--- src/rtl/cordic_pkg.sv ---
// Shared types and constants for the iterative CORDIC sequencer.
// Defining CORDIC_GAIN_COMP_EN adds the SCALE state used for gain compensation.
package cordic_pkg;

    localparam int unsigned CordicWidth    = 15;
    localparam int unsigned CordicGuard    = 2;
    localparam int unsigned CordicIntWidth = CordicWidth + CordicGuard;
    localparam int unsigned IterW          = 4;
    localparam int unsigned AtanW          = 14;
    localparam int unsigned GainFrac       = 14;
    localparam logic [15:0] GainK          = 16'h26DD;

    typedef enum logic [1:0] {
        StIdle  = 2'd0,
        StRot   = 2'd1,
`ifdef CORDIC_GAIN_COMP_EN
        StScale = 2'd3,
`endif
        StDone  = 2'd2
    } state_e;

    // atan(2^-i) in radians at 2^-14; beyond the table the angle step is zero
    function automatic logic [AtanW-1:0] atan_rom(input logic [IterW-1:0] idx);
        logic [AtanW-1:0] v;
        case (idx)
            4'd0:    v = 14'h3243;
            4'd1:    v = 14'h1DAC;
            4'd2:    v = 14'h0FAD;
            4'd3:    v = 14'h07F5;
            4'd4:    v = 14'h03FE;
            4'd5:    v = 14'h01FF;
            4'd6:    v = 14'h00FF;
            4'd7:    v = 14'h007F;
            4'd8:    v = 14'h003F;
            4'd9:    v = 14'h001F;
            4'd10:   v = 14'h000F;
            4'd11:   v = 14'h0007;
            4'd12:   v = 14'h0003;
            default: v = '0;
        endcase
        return v;
    endfunction

endpackage

--- src/rtl/cordic_rot_step.sv ---
// Combinational single CORDIC micro-rotation; shared by iterative and unrolled datapaths.
module cordic_rot_step
    import cordic_pkg::*;
#(
    parameter int unsigned IW = CordicIntWidth
) (
    input  logic signed [IW-1:0]    x_i,
    input  logic signed [IW-1:0]    y_i,
    input  logic signed [IW-1:0]    z_i,
    input  logic        [IterW-1:0] iter_i,
    input  logic                    mode_i,
    output logic signed [IW-1:0]    x_o,
    output logic signed [IW-1:0]    y_o,
    output logic signed [IW-1:0]    z_o
);

    logic signed [IW-1:0] x_sh;
    logic signed [IW-1:0] y_sh;
    logic signed [IW-1:0] atan_v;
    logic                 neg_d;

    always_comb begin
        x_sh   = x_i >>> iter_i;
        y_sh   = y_i >>> iter_i;
        atan_v = IW'(atan_rom(iter_i));
        // Vectoring drives y toward zero: d = -1 only for strictly positive y
        neg_d  = mode_i ? (!y_i[IW-1] && (y_i != '0)) : z_i[IW-1];
        if (neg_d) begin
            x_o = x_i + y_sh;
            y_o = y_i - x_sh;
            z_o = z_i + atan_v;
        end else begin
            x_o = x_i - y_sh;
            y_o = y_i + x_sh;
            z_o = z_i - atan_v;
        end
    end

endmodule

--- src/rtl/cordic_iter_ctrl.sv ---
// Iterative CORDIC sequencer: one shared micro-rotation stage, ORDER+1 iterations per job.
// CORDIC_GAIN_COMP_EN enables a SCALE state that removes the CORDIC gain from x/y.
module cordic_iter_ctrl
    import cordic_pkg::*;
#(
    parameter int unsigned WIDTH = CordicWidth,
    parameter int unsigned ORDER = 12,
    parameter int unsigned GUARD = CordicGuard
) (
    input  logic                    CLK,
    input  logic                    RESET,
    input  logic                    in_valid,
    output logic                    in_ready,
    input  logic                    in_mode,
    input  logic signed [WIDTH-1:0] in_x,
    input  logic signed [WIDTH-1:0] in_y,
    input  logic signed [WIDTH-1:0] in_z,
    output logic                    out_valid,
    input  logic                    out_ready,
    output logic signed [WIDTH-1:0] out_x,
    output logic signed [WIDTH-1:0] out_y,
    output logic signed [WIDTH-1:0] out_z,
    output logic                    busy
);

    localparam int unsigned IW = WIDTH + GUARD;

    state_e               state_q, state_d;
    logic [IterW-1:0]     iter_q, iter_d;
    logic                 mode_q, mode_d;
    logic signed [IW-1:0] x_q, x_d, y_q, y_d, z_q, z_d;
    logic signed [IW-1:0] rot_x, rot_y, rot_z;
    logic [WIDTH-1:0]     out_x_q, out_x_d, out_y_q, out_y_d, out_z_q, out_z_d;

    function automatic logic [WIDTH-1:0] sat(input logic [IW-1:0] v);
        logic [IW-WIDTH:0] top;
        top = v[IW-1:WIDTH-1];
        if ((&top) || !(|top)) begin
            return v[WIDTH-1:0];
        end
        return v[IW-1] ? {1'b1, {(WIDTH-1){1'b0}}} : {1'b0, {(WIDTH-1){1'b1}}};
    endfunction

`ifdef CORDIC_GAIN_COMP_EN
    localparam int unsigned PW = IW + GainFrac;

    // v * K / 2^14 via shift-add; dropping the low bits floors toward -inf
    function automatic logic [IW-1:0] gain_scale(input logic [IW-1:0] v);
        logic signed [PW-1:0] ve;
        logic signed [PW-1:0] acc;
        ve  = $signed({{GainFrac{v[IW-1]}}, v});
        acc = '0;
        for (int b = 0; b < 16; b++) begin
            if (GainK[b]) begin
                acc = acc + (ve <<< b);
            end
        end
        return acc[PW-1:GainFrac];
    endfunction
`endif

    cordic_rot_step #(
        .IW(IW)
    ) u_rot_step (
        .x_i   (x_q),
        .y_i   (y_q),
        .z_i   (z_q),
        .iter_i(iter_q),
        .mode_i(mode_q),
        .x_o   (rot_x),
        .y_o   (rot_y),
        .z_o   (rot_z)
    );

    always_comb begin
        state_d = state_q;
        iter_d  = iter_q;
        mode_d  = mode_q;
        x_d     = x_q;
        y_d     = y_q;
        z_d     = z_q;
        out_x_d = out_x_q;
        out_y_d = out_y_q;
        out_z_d = out_z_q;
        unique case (state_q)
            StIdle: begin
                if (in_valid) begin
                    x_d     = {{GUARD{in_x[WIDTH-1]}}, in_x};
                    y_d     = {{GUARD{in_y[WIDTH-1]}}, in_y};
                    z_d     = {{GUARD{in_z[WIDTH-1]}}, in_z};
                    mode_d  = in_mode;
                    iter_d  = '0;
                    state_d = StRot;
                end
            end
            StRot: begin
                x_d    = rot_x;
                y_d    = rot_y;
                z_d    = rot_z;
                iter_d = iter_q + 1'b1;
                if (iter_q == IterW'(ORDER)) begin
`ifdef CORDIC_GAIN_COMP_EN
                    state_d = StScale;
`else
                    out_x_d = sat(rot_x);
                    out_y_d = sat(rot_y);
                    out_z_d = sat(rot_z);
                    state_d = StDone;
`endif
                end
            end
`ifdef CORDIC_GAIN_COMP_EN
            StScale: begin
                x_d     = gain_scale(x_q);
                y_d     = gain_scale(y_q);
                out_x_d = sat(gain_scale(x_q));
                out_y_d = sat(gain_scale(y_q));
                out_z_d = sat(z_q);
                state_d = StDone;
            end
`endif
            StDone: begin
                if (out_ready) begin
                    state_d = StIdle;
                end
            end
            default: state_d = StIdle;
        endcase
    end

    always_ff @(posedge CLK) begin
        if (RESET) begin
            state_q <= StIdle;
            iter_q  <= '0;
            mode_q  <= 1'b0;
            x_q     <= '0;
            y_q     <= '0;
            z_q     <= '0;
            out_x_q <= '0;
            out_y_q <= '0;
            out_z_q <= '0;
        end else begin
            state_q <= state_d;
            iter_q  <= iter_d;
            mode_q  <= mode_d;
            x_q     <= x_d;
            y_q     <= y_d;
            z_q     <= z_d;
            out_x_q <= out_x_d;
            out_y_q <= out_y_d;
            out_z_q <= out_z_d;
        end
    end

    assign in_ready  = (state_q == StIdle);
    assign busy      = (state_q != StIdle);
    assign out_valid = (state_q == StDone);
    assign out_x     = out_x_q;
    assign out_y     = out_y_q;
    assign out_z     = out_z_q;

endmodule

--- config.mk ---
export PLATFORM = sky130hd
export DESIGN_NAME = cordic_iter_ctrl
export DESIGN_NICKNAME = d
export VERILOG_FILES = /design/src/rtl/cordic_pkg.sv /design/src/rtl/cordic_rot_step.sv /design/src/rtl/cordic_iter_ctrl.sv
export SDC_FILE = /design/constraint.sdc
export NUM_CORES = 1
export LEC_CHECK = 0
export BUFFER_PORTS_ARGS = -buffer_cell sky130_fd_sc_hd__buf_2
export CORE_AREA = 2 2 137 139
export CTS_BUF_LIST = sky130_fd_sc_hd__clkbuf_8
export DETAILED_ROUTE_END_ITERATION = 8
export DIE_AREA = 0 0 139 141
export PLACE_DENSITY_LB_ADDON = 0.05
export REMOVE_ABC_BUFFERS = 1
export SLEW_MARGIN = 20
export SYNTH_ARGS = -nofsm -noshare
export SYNTH_HDL_FRONTEND = slang
export SYNTH_SLANG_ARGS = --single-unit
--- constraint.sdc ---
create_clock -name CLK -period 5.6 [get_ports CLK]
set_input_delay 0.28 -clock CLK [delete_from_list [all_inputs] [get_ports CLK]]
set_output_delay 0.28 -clock CLK [all_outputs]
set_load 0.01 [all_outputs]
# [After elaboration in Yosys (flattened, before gate mapping)]
# Memories as Yosys holds them, arrays and structs flattened. A register that Yosys moved wholly into a read port is not among the register bits.
# Index checks and enable logic that the tools add are counted.
[totals] wordCells=83 memories=1 regBits=103 out_inout_bits=48 romBits=224 inputBits=50
[memory_table] name="(name not given)" depth=16 width=14 rd=1 rd_ports_with_merged_regs=1 wr=0 line="cordic_pkg.sv:25" rtl="case (idx)"
[op_classes] n_reduce_logical=22 muxes=36 n_eq_ne=6 add_sub_neg=7 n_shift=2
[op_table] op="15-bit 2-to-1 mux" count=9
[op_table] op="17-bit 2-to-1 mux" count=6
[op_table] op="17-bit one-hot mux with 2 select lines" count=3
[op_table] op="17-bit adder" count=2
[op_table] op="17-bit by 4-bit >>> shifter with 17-bit output" count=2
[op_table] op="17-bit subtractor" count=2
[op_table] op="17-bit by 15-bit adder with 17-bit output" count=1
[op_table] op="17-bit nonzero test" count=1
[op_table] op="17-bit by 15-bit subtractor with 17-bit output" count=1
[op_table] op="4-bit 2-to-1 mux" count=3
[op_table] op="3-bit AND reduction" count=4
[op_table] op="1-bit 2-to-1 mux" count=10
[op_table] op="3-bit OR reduction" count=3
[op_table] op="4-bit one-hot mux with 2 select lines" count=1
[op_table] op="2-bit 2-to-1 mux" count=3
[op_table] op="2-bit one-hot mux with 3 select lines" count=1
[op_table] op="2-bit AND reduction" count=3
[op_table] op="4-bit by 1-bit adder with 4-bit output (second input constant)" count=1
[op_table] op="4-bit equality test (second input constant)" count=1
[op_table] op="1-bit logical NOT" count=4
[op_table] op="2-bit inequality test (second input constant)" count=2
[op_table] op="2-bit nonzero test" count=2
[op_table] op="1-bit logical OR" count=3
[op_table] op="2-bit by 1-bit equality test with 1-bit output (second input constant)" count=1
[op_table] op="other kinds (4)" count=4

# [Longest topological paths before layout]
[depth] depth_word=11 mapped_depth=27 ltp_nobuf=21

# [Hierarchy]
# From an unflattened synthesis, not the netlist that was laid out.
[hier_totals] hier_cells=1185 hier_area_um2=9485.3
[by_module_without_submodules] module="cordic_rot_step" n_inst=1 seq_area_each_um2=0.0 cells_each=659 area_per_inst_um2=5012.3
[by_module_without_submodules] module="cordic_iter_ctrl" n_inst=1 seq_area_each_um2=2062.0 cells_each=526 area_per_inst_um2=4473.0

# [Worst setup path after synthesis]
# No wires, ideal clock.
[synth_timing] path_kind="register -> register" from="register iter_q[0]" to="register out_x_q[11] (netlist: out_x[11])" period_less_slack_ns=5.733 setup_time_ns=0.119 required_ns=5.481 t_arrival_ns=5.614 path_slack_ns=-0.133 stages_incl_launch_ff=28 n_path_buf=6 cell_sequence="dfxtp_1 -> buf_6 -> buf_8 -> buf_6 -> buf_2 -> buf_1 -> mux4_2 -> nand2_1 -> and3_1 -> a21oi_1 -> inv_1 -> ha_1 -> nor3b_1 -> a311oi_1 -> nor4b_2 -> a21oi_1 -> xnor2_1 -> ha_1 -> nand2_1 -> nor2_1 -> o2bb2ai_1 -> a211oi_1 -> nor4_1 -> a21oi_1 -> xnor2_1 -> o31ai_4 -> buf_6 -> o221a_2"
[synth_via] elab_chain_cells=10 elab_cells_between_ends=16 cone_classes="2 x add/sub; 1 x eq/ne; 1 x shift; 7 x mux; 5 x reduce/logical"
[synth_rtl] element="start, declared" line="cordic_iter_ctrl.sv:29" rtl="logic [IterW-1:0] iter_q, iter_d;"
[synth_rtl] element="start signal, assigned" line="cordic_iter_ctrl.sv:144" rtl="iter_q <= iter_d;"
[synth_rtl] element="17-bit by 4-bit >>> shifter with 17-bit output" line="cordic_rot_step.sv:24" rtl="y_sh = y_i >>> iter_i;"
[synth_rtl] element="17-bit subtractor / 17-bit adder (equally long branches)" line="cordic_rot_step.sv:33, cordic_rot_step.sv:29"
[synth_rtl] element="17-bit 2-to-1 mux" line="cordic_rot_step.sv:28" rtl="if (neg_d) begin"
[synth_rtl] element="3-bit OR reduction" line="cordic_iter_ctrl.sv:38" rtl="if ((&top) || !(|top)) begin"
[synth_rtl] element="1-bit logical NOT" line="cordic_iter_ctrl.sv:38"
[synth_rtl] element="1-bit logical OR" line="cordic_iter_ctrl.sv:38"
[synth_rtl] element="1-bit 2-to-1 mux" line="cordic_iter_ctrl.sv:38"
[synth_rtl] element="1-bit 2-to-1 mux" line="cordic_iter_ctrl.sv:101" rtl="if (iter_q == IterW'(ORDER)) begin"
[synth_rtl] element="1-bit 2-to-1 mux" line="cordic_iter_ctrl.sv:85" rtl="unique case (state_q)"
[synth_rtl] element="15-bit 2-to-1 mux" line="cordic_iter_ctrl.sv:41" rtl="return v[IW-1] ? {1'b1, {(WIDTH-1){1'b0}}} : {1'b0, {(WIDTH-1){1'b1}}};"
[synth_rtl] element="end signal, assigned" line="cordic_iter_ctrl.sv:149" rtl="out_x_q <= out_x_d;"
[synth_rtl] element="end, declared" line="cordic_iter_ctrl.sv:33" rtl="logic [WIDTH-1:0] out_x_q, out_x_d, out_y_q, out_y_d, out_z_q, out_z_d;"
# Parallel ways exist; a longest one is shown, timed or not. The select of a mux whose other input is x is not followed.
# A chain may end at the register's enable or synchronous reset.

# [Worst setup path in the final report]
[layout_timing] from="register iter_q[1]" to="register out_y_q[12] (netlist: out_y[12])"
[layout_via] elab_chain_cells=10 elab_cells_between_ends=16 cone_classes="2 x add/sub; 1 x eq/ne; 1 x shift; 7 x mux; 5 x reduce/logical"
[layout_rtl] element="17-bit by 4-bit >>> shifter with 17-bit output" line="cordic_rot_step.sv:23" rtl="x_sh = x_i >>> iter_i;"
[layout_rtl] element="17-bit adder / 17-bit subtractor (equally long branches)" line="cordic_rot_step.sv:34, cordic_rot_step.sv:30"
[layout_rtl] element="17-bit 2-to-1 mux" line="cordic_rot_step.sv:28"
[layout_rtl] element="3-bit OR reduction" line="cordic_iter_ctrl.sv:38"
[layout_rtl] element="1-bit logical NOT" line="cordic_iter_ctrl.sv:38"
[layout_rtl] element="1-bit logical OR" line="cordic_iter_ctrl.sv:38"
[layout_rtl] element="1-bit 2-to-1 mux" line="cordic_iter_ctrl.sv:38"
[layout_rtl] element="1-bit 2-to-1 mux" line="cordic_iter_ctrl.sv:101"
[layout_rtl] element="1-bit 2-to-1 mux" line="cordic_iter_ctrl.sv:85"
[layout_rtl] element="15-bit 2-to-1 mux" line="cordic_iter_ctrl.sv:41"
[layout_rtl] element="end signal, assigned" line="cordic_iter_ctrl.sv:150" rtl="out_y_q <= out_y_d;"
[layout_rtl] element="end, declared" line="cordic_iter_ctrl.sv:33"
# Parallel ways exist; a longest one is shown, timed or not. The select of a mux whose other input is x is not followed.

==> results.cfg <==
[outcome]
status = finished, final reports clean

[clock_network]
cts_root_buf = clkbuf_8
worstSkewPairLatency_ns = 0.46
cts_tree = built
cts_htree_levels = 4
clk_pin_slew_ns = 0.09
cts_buffers = 17
cts_buffer_depth = 2
clock_sinks = 117

[route]
dr.pass1.iters = 5
totalWireLength_um = 27600
vias = 9341
route.detailed.drc = 0
routedWlPerCell_um = 18.2
vias_per_cell = 6.13
route.antenna.remaining_nets = 0
drt_iter0_drc = 651

[worst_hold_path]
whs_path_depth = 3
hp-class = in2reg
hold_end = y_q[1]
hp-start = in_y[1]

[critical_path]
crit_family = compound AO/OA/AOI/OAI gates
crit_fanout = 35
r2r-end = out_y[12]
path_cells = buf_12 -> buf_4 -> mux2_2 -> mux2i_1 -> mux4_2 -> a21boi_2 -> nand2b_1 -> nor3b_1 -> nand2_1 -> o21ai_0 -> xnor2_1 -> ha_1 -> o21ai_0 -> a21oi_1 -> a211oi_1 -> buf_4 -> o311ai_0 -> o2bb2ai_4 -> o32ai_1
cp.arrival_ns = 5.60
start_kind = register
critical_path_class = reg2reg
max_stage_delay_ns = 0.57
r2r_setup_slack_ns = 0.33
r2r_start = iter_q[1]
cp_slowest_cell = o311ai_0
cp_num_cells = 19
cp_num_buf_inv = 3
setup.worst_path.end_class = register
required_ns = 5.92
worst_r2r_path_depth = 19

[timing]
finalSetupViolCount = 0
final.min_clock_period_ns = 5.27
setup_slack_ns = 0.327
tns_ns = 0
fin_crit_sh_pct = 94.2
slew_viol_final = 0
tightestPinTransition_ns = 0.923
skew_ns = 0.0183
fmax_mhz = 190
maxSlewHeadroom_pct = 38.4
hold_viol = 0

[synthesis]
synth_flop_cell = dfxtp_1
synth_warnings = 0
yosysSeqAreaShare_pct = 23.5
synthDistinctLibCells = 82
synth-seq-cells = 117
synth_edf_count = 0
yosys-top-cells-area = dfxtp_1 24%, ha_1 7.3%, nor2_1 5.8%, mux2i_1 5.2%, mux4_2 5.2%
syn_area_per_cell_um2 = 8.39
async_reset_ff_share_pct = 0
syn_inst = 1188
synth_top_cell_area_share_pct = 23.5
synth_top_area_cell = dfxtp_1
syn_area_mm2 = 0.00996

[die]
rows = 50
die_h_um = 141
ios = 98
die_w_um = 139
initial_core_util_pct = 54.5
core_area_mm2 = 0.0183
dieArea_mm2 = 0.0196

[grt]
grt_pass1_vias = 8724
grt_start_max_net_pins = 82
grt-ovfl-total = 0
grt_pass1_wl_um = 45200
grtUsageTotal_pct = 28.3
antenna_found_initial = 0

[cells_and_area]
instances_no_fill = 1523
layout_commonest_cell = nor2_1
drive_gt1_share_pct = 20.5
final_area_mm2 = 0.0112
final_cell_mix = 152 x nor2_1, 115 x dfxtp_1, 96 x buf_2
nets = 1387
diodes = 0
synthToLayoutAreaGrowth_pct = 12.8
fin_util_pct = 61.5

[placement]
dp_slack_ns = -0.00157
placed_cells = 1489
io_buffers = 97
placed_area_mm2 = 0.0108
post-dp-hpwl_um = 20300
gp_congestion = 0.956

[power]
p_leak_nw = 4.63
ir_drop_v = 0.000268
p_per_area_mw_per_mm2 = 508

[job]
drv_cap = 0
[synthesized netlist by cell type, drive strengths merged, types with 11 or more instances]
library cell and n:
nand3 14, mux2 11, o21bai 11, mux2i 52
nand2 70, a31oi 22, buf 28, o21ai 71
nor2 154, nand2b 15, o221a 14, nor3 23
inv 39, nor2b 11, o22ai 11, xor2 38
a211oi 77, or3 13, o21a 14, ha 58
a21oi 63, xnor2 52, clkbuf 49, dfxtp 117
mux4 29
[worst register-to-register path: cells and delay by family, from the launching register on]
kind	cells	cell delay, ns
xor gates and xnor gates	1	0.11
adders and majority gates	1	0.33
muxes	3	0.93
buffers and inverters	3	0.72
DFF	1	0.47
and+or+nand+nor	3	0.52
AOI/OAI and AO/OA	8	2.08
[kinds of logic (layout without fill, tap and decap cells)]
group	after synthesis	count (layout)	synth area share (%)
mux	92	92	13.3
xor+xnor	90	90	7.99
fa+ha+maj	61	61	7.89
flops	117	117	23.5
compound gates	358	358	25.3
simple gates	353	353	16.7
buf+inv	117	218	5.36
[flip-flops by register name (all words and copies together) (netlist names)]
register,flops
y_q,17
out_x,15
z_q,17
mode_q,1
out_z,15
out_y,15
state_q,2
u_rot_step.atan_v,14
iter_q,4
x_q,17
[routing by layer]
| layer | track usage [%] | share of wire, % | routed length [um] |
|---|---|---|---|
| met1 | 42.0 | 49 | 13600 |
| met2 | 43.3 | 44 | 12000 |
| met3 | 4.18 | 6.1 | 1680 |
| met4 | 6.65 | 1.3 | 355 |
| met5 | 0 | 0 | 0 |
[power by group]
part | total (mW) | switching (mW) | leakage [nW] | internal (mW)
Clock | 0.763 | 0.438 | 0.189 | 0.324
Combinational | 3.81 | 2.18 | 3.49 | 1.63
Sequential | 1.13 | 0.189 | 0.959 | 0.938
[how the worst max path moves through the flow]
stage	start	endpoint	slack [ns]
after detailed placement	iter_q[1]	out_y[4]	-0.002
after global placement	iter_q[1]	out_y[6]	0.09
after floorplan	iter_q[1]	out_x[0]	-0.87
final	iter_q[1]	out_y[12]	0.33
after global routing	iter_q[0]	out_x[11]	-0.05
after CTS	iter_q[1]	out_x[7]	0.02
[per-stage QoR]
step	hold slack [ns]	power (mW)
4_1_cts	0.0577	5.62
6_report	0.0724	5.70
2_1_floorplan	0.345	3.90
3_5_place_dp	0.478	4.79
3_3_place_gp	0.479	4.77
5_1_grt	0.0558	6.20
[area by class of cell]
class	instances	area, um^2
clock buffer	17	234
multi-input combinational	954	7160
inverter	40	150
fill	1704	7030
clock inverter	15	130
timing repair buffer	146	931
sequential	117	2340
tap	234	293
[timing repair]
action,CTS,global route
setup endpoints to repair,1,44
hold buffers,0,0
pin swaps,1,1
resized for setup,0,11
buffers inserted,1,1
No activity file was read; power rests on OpenSTA's default activity.
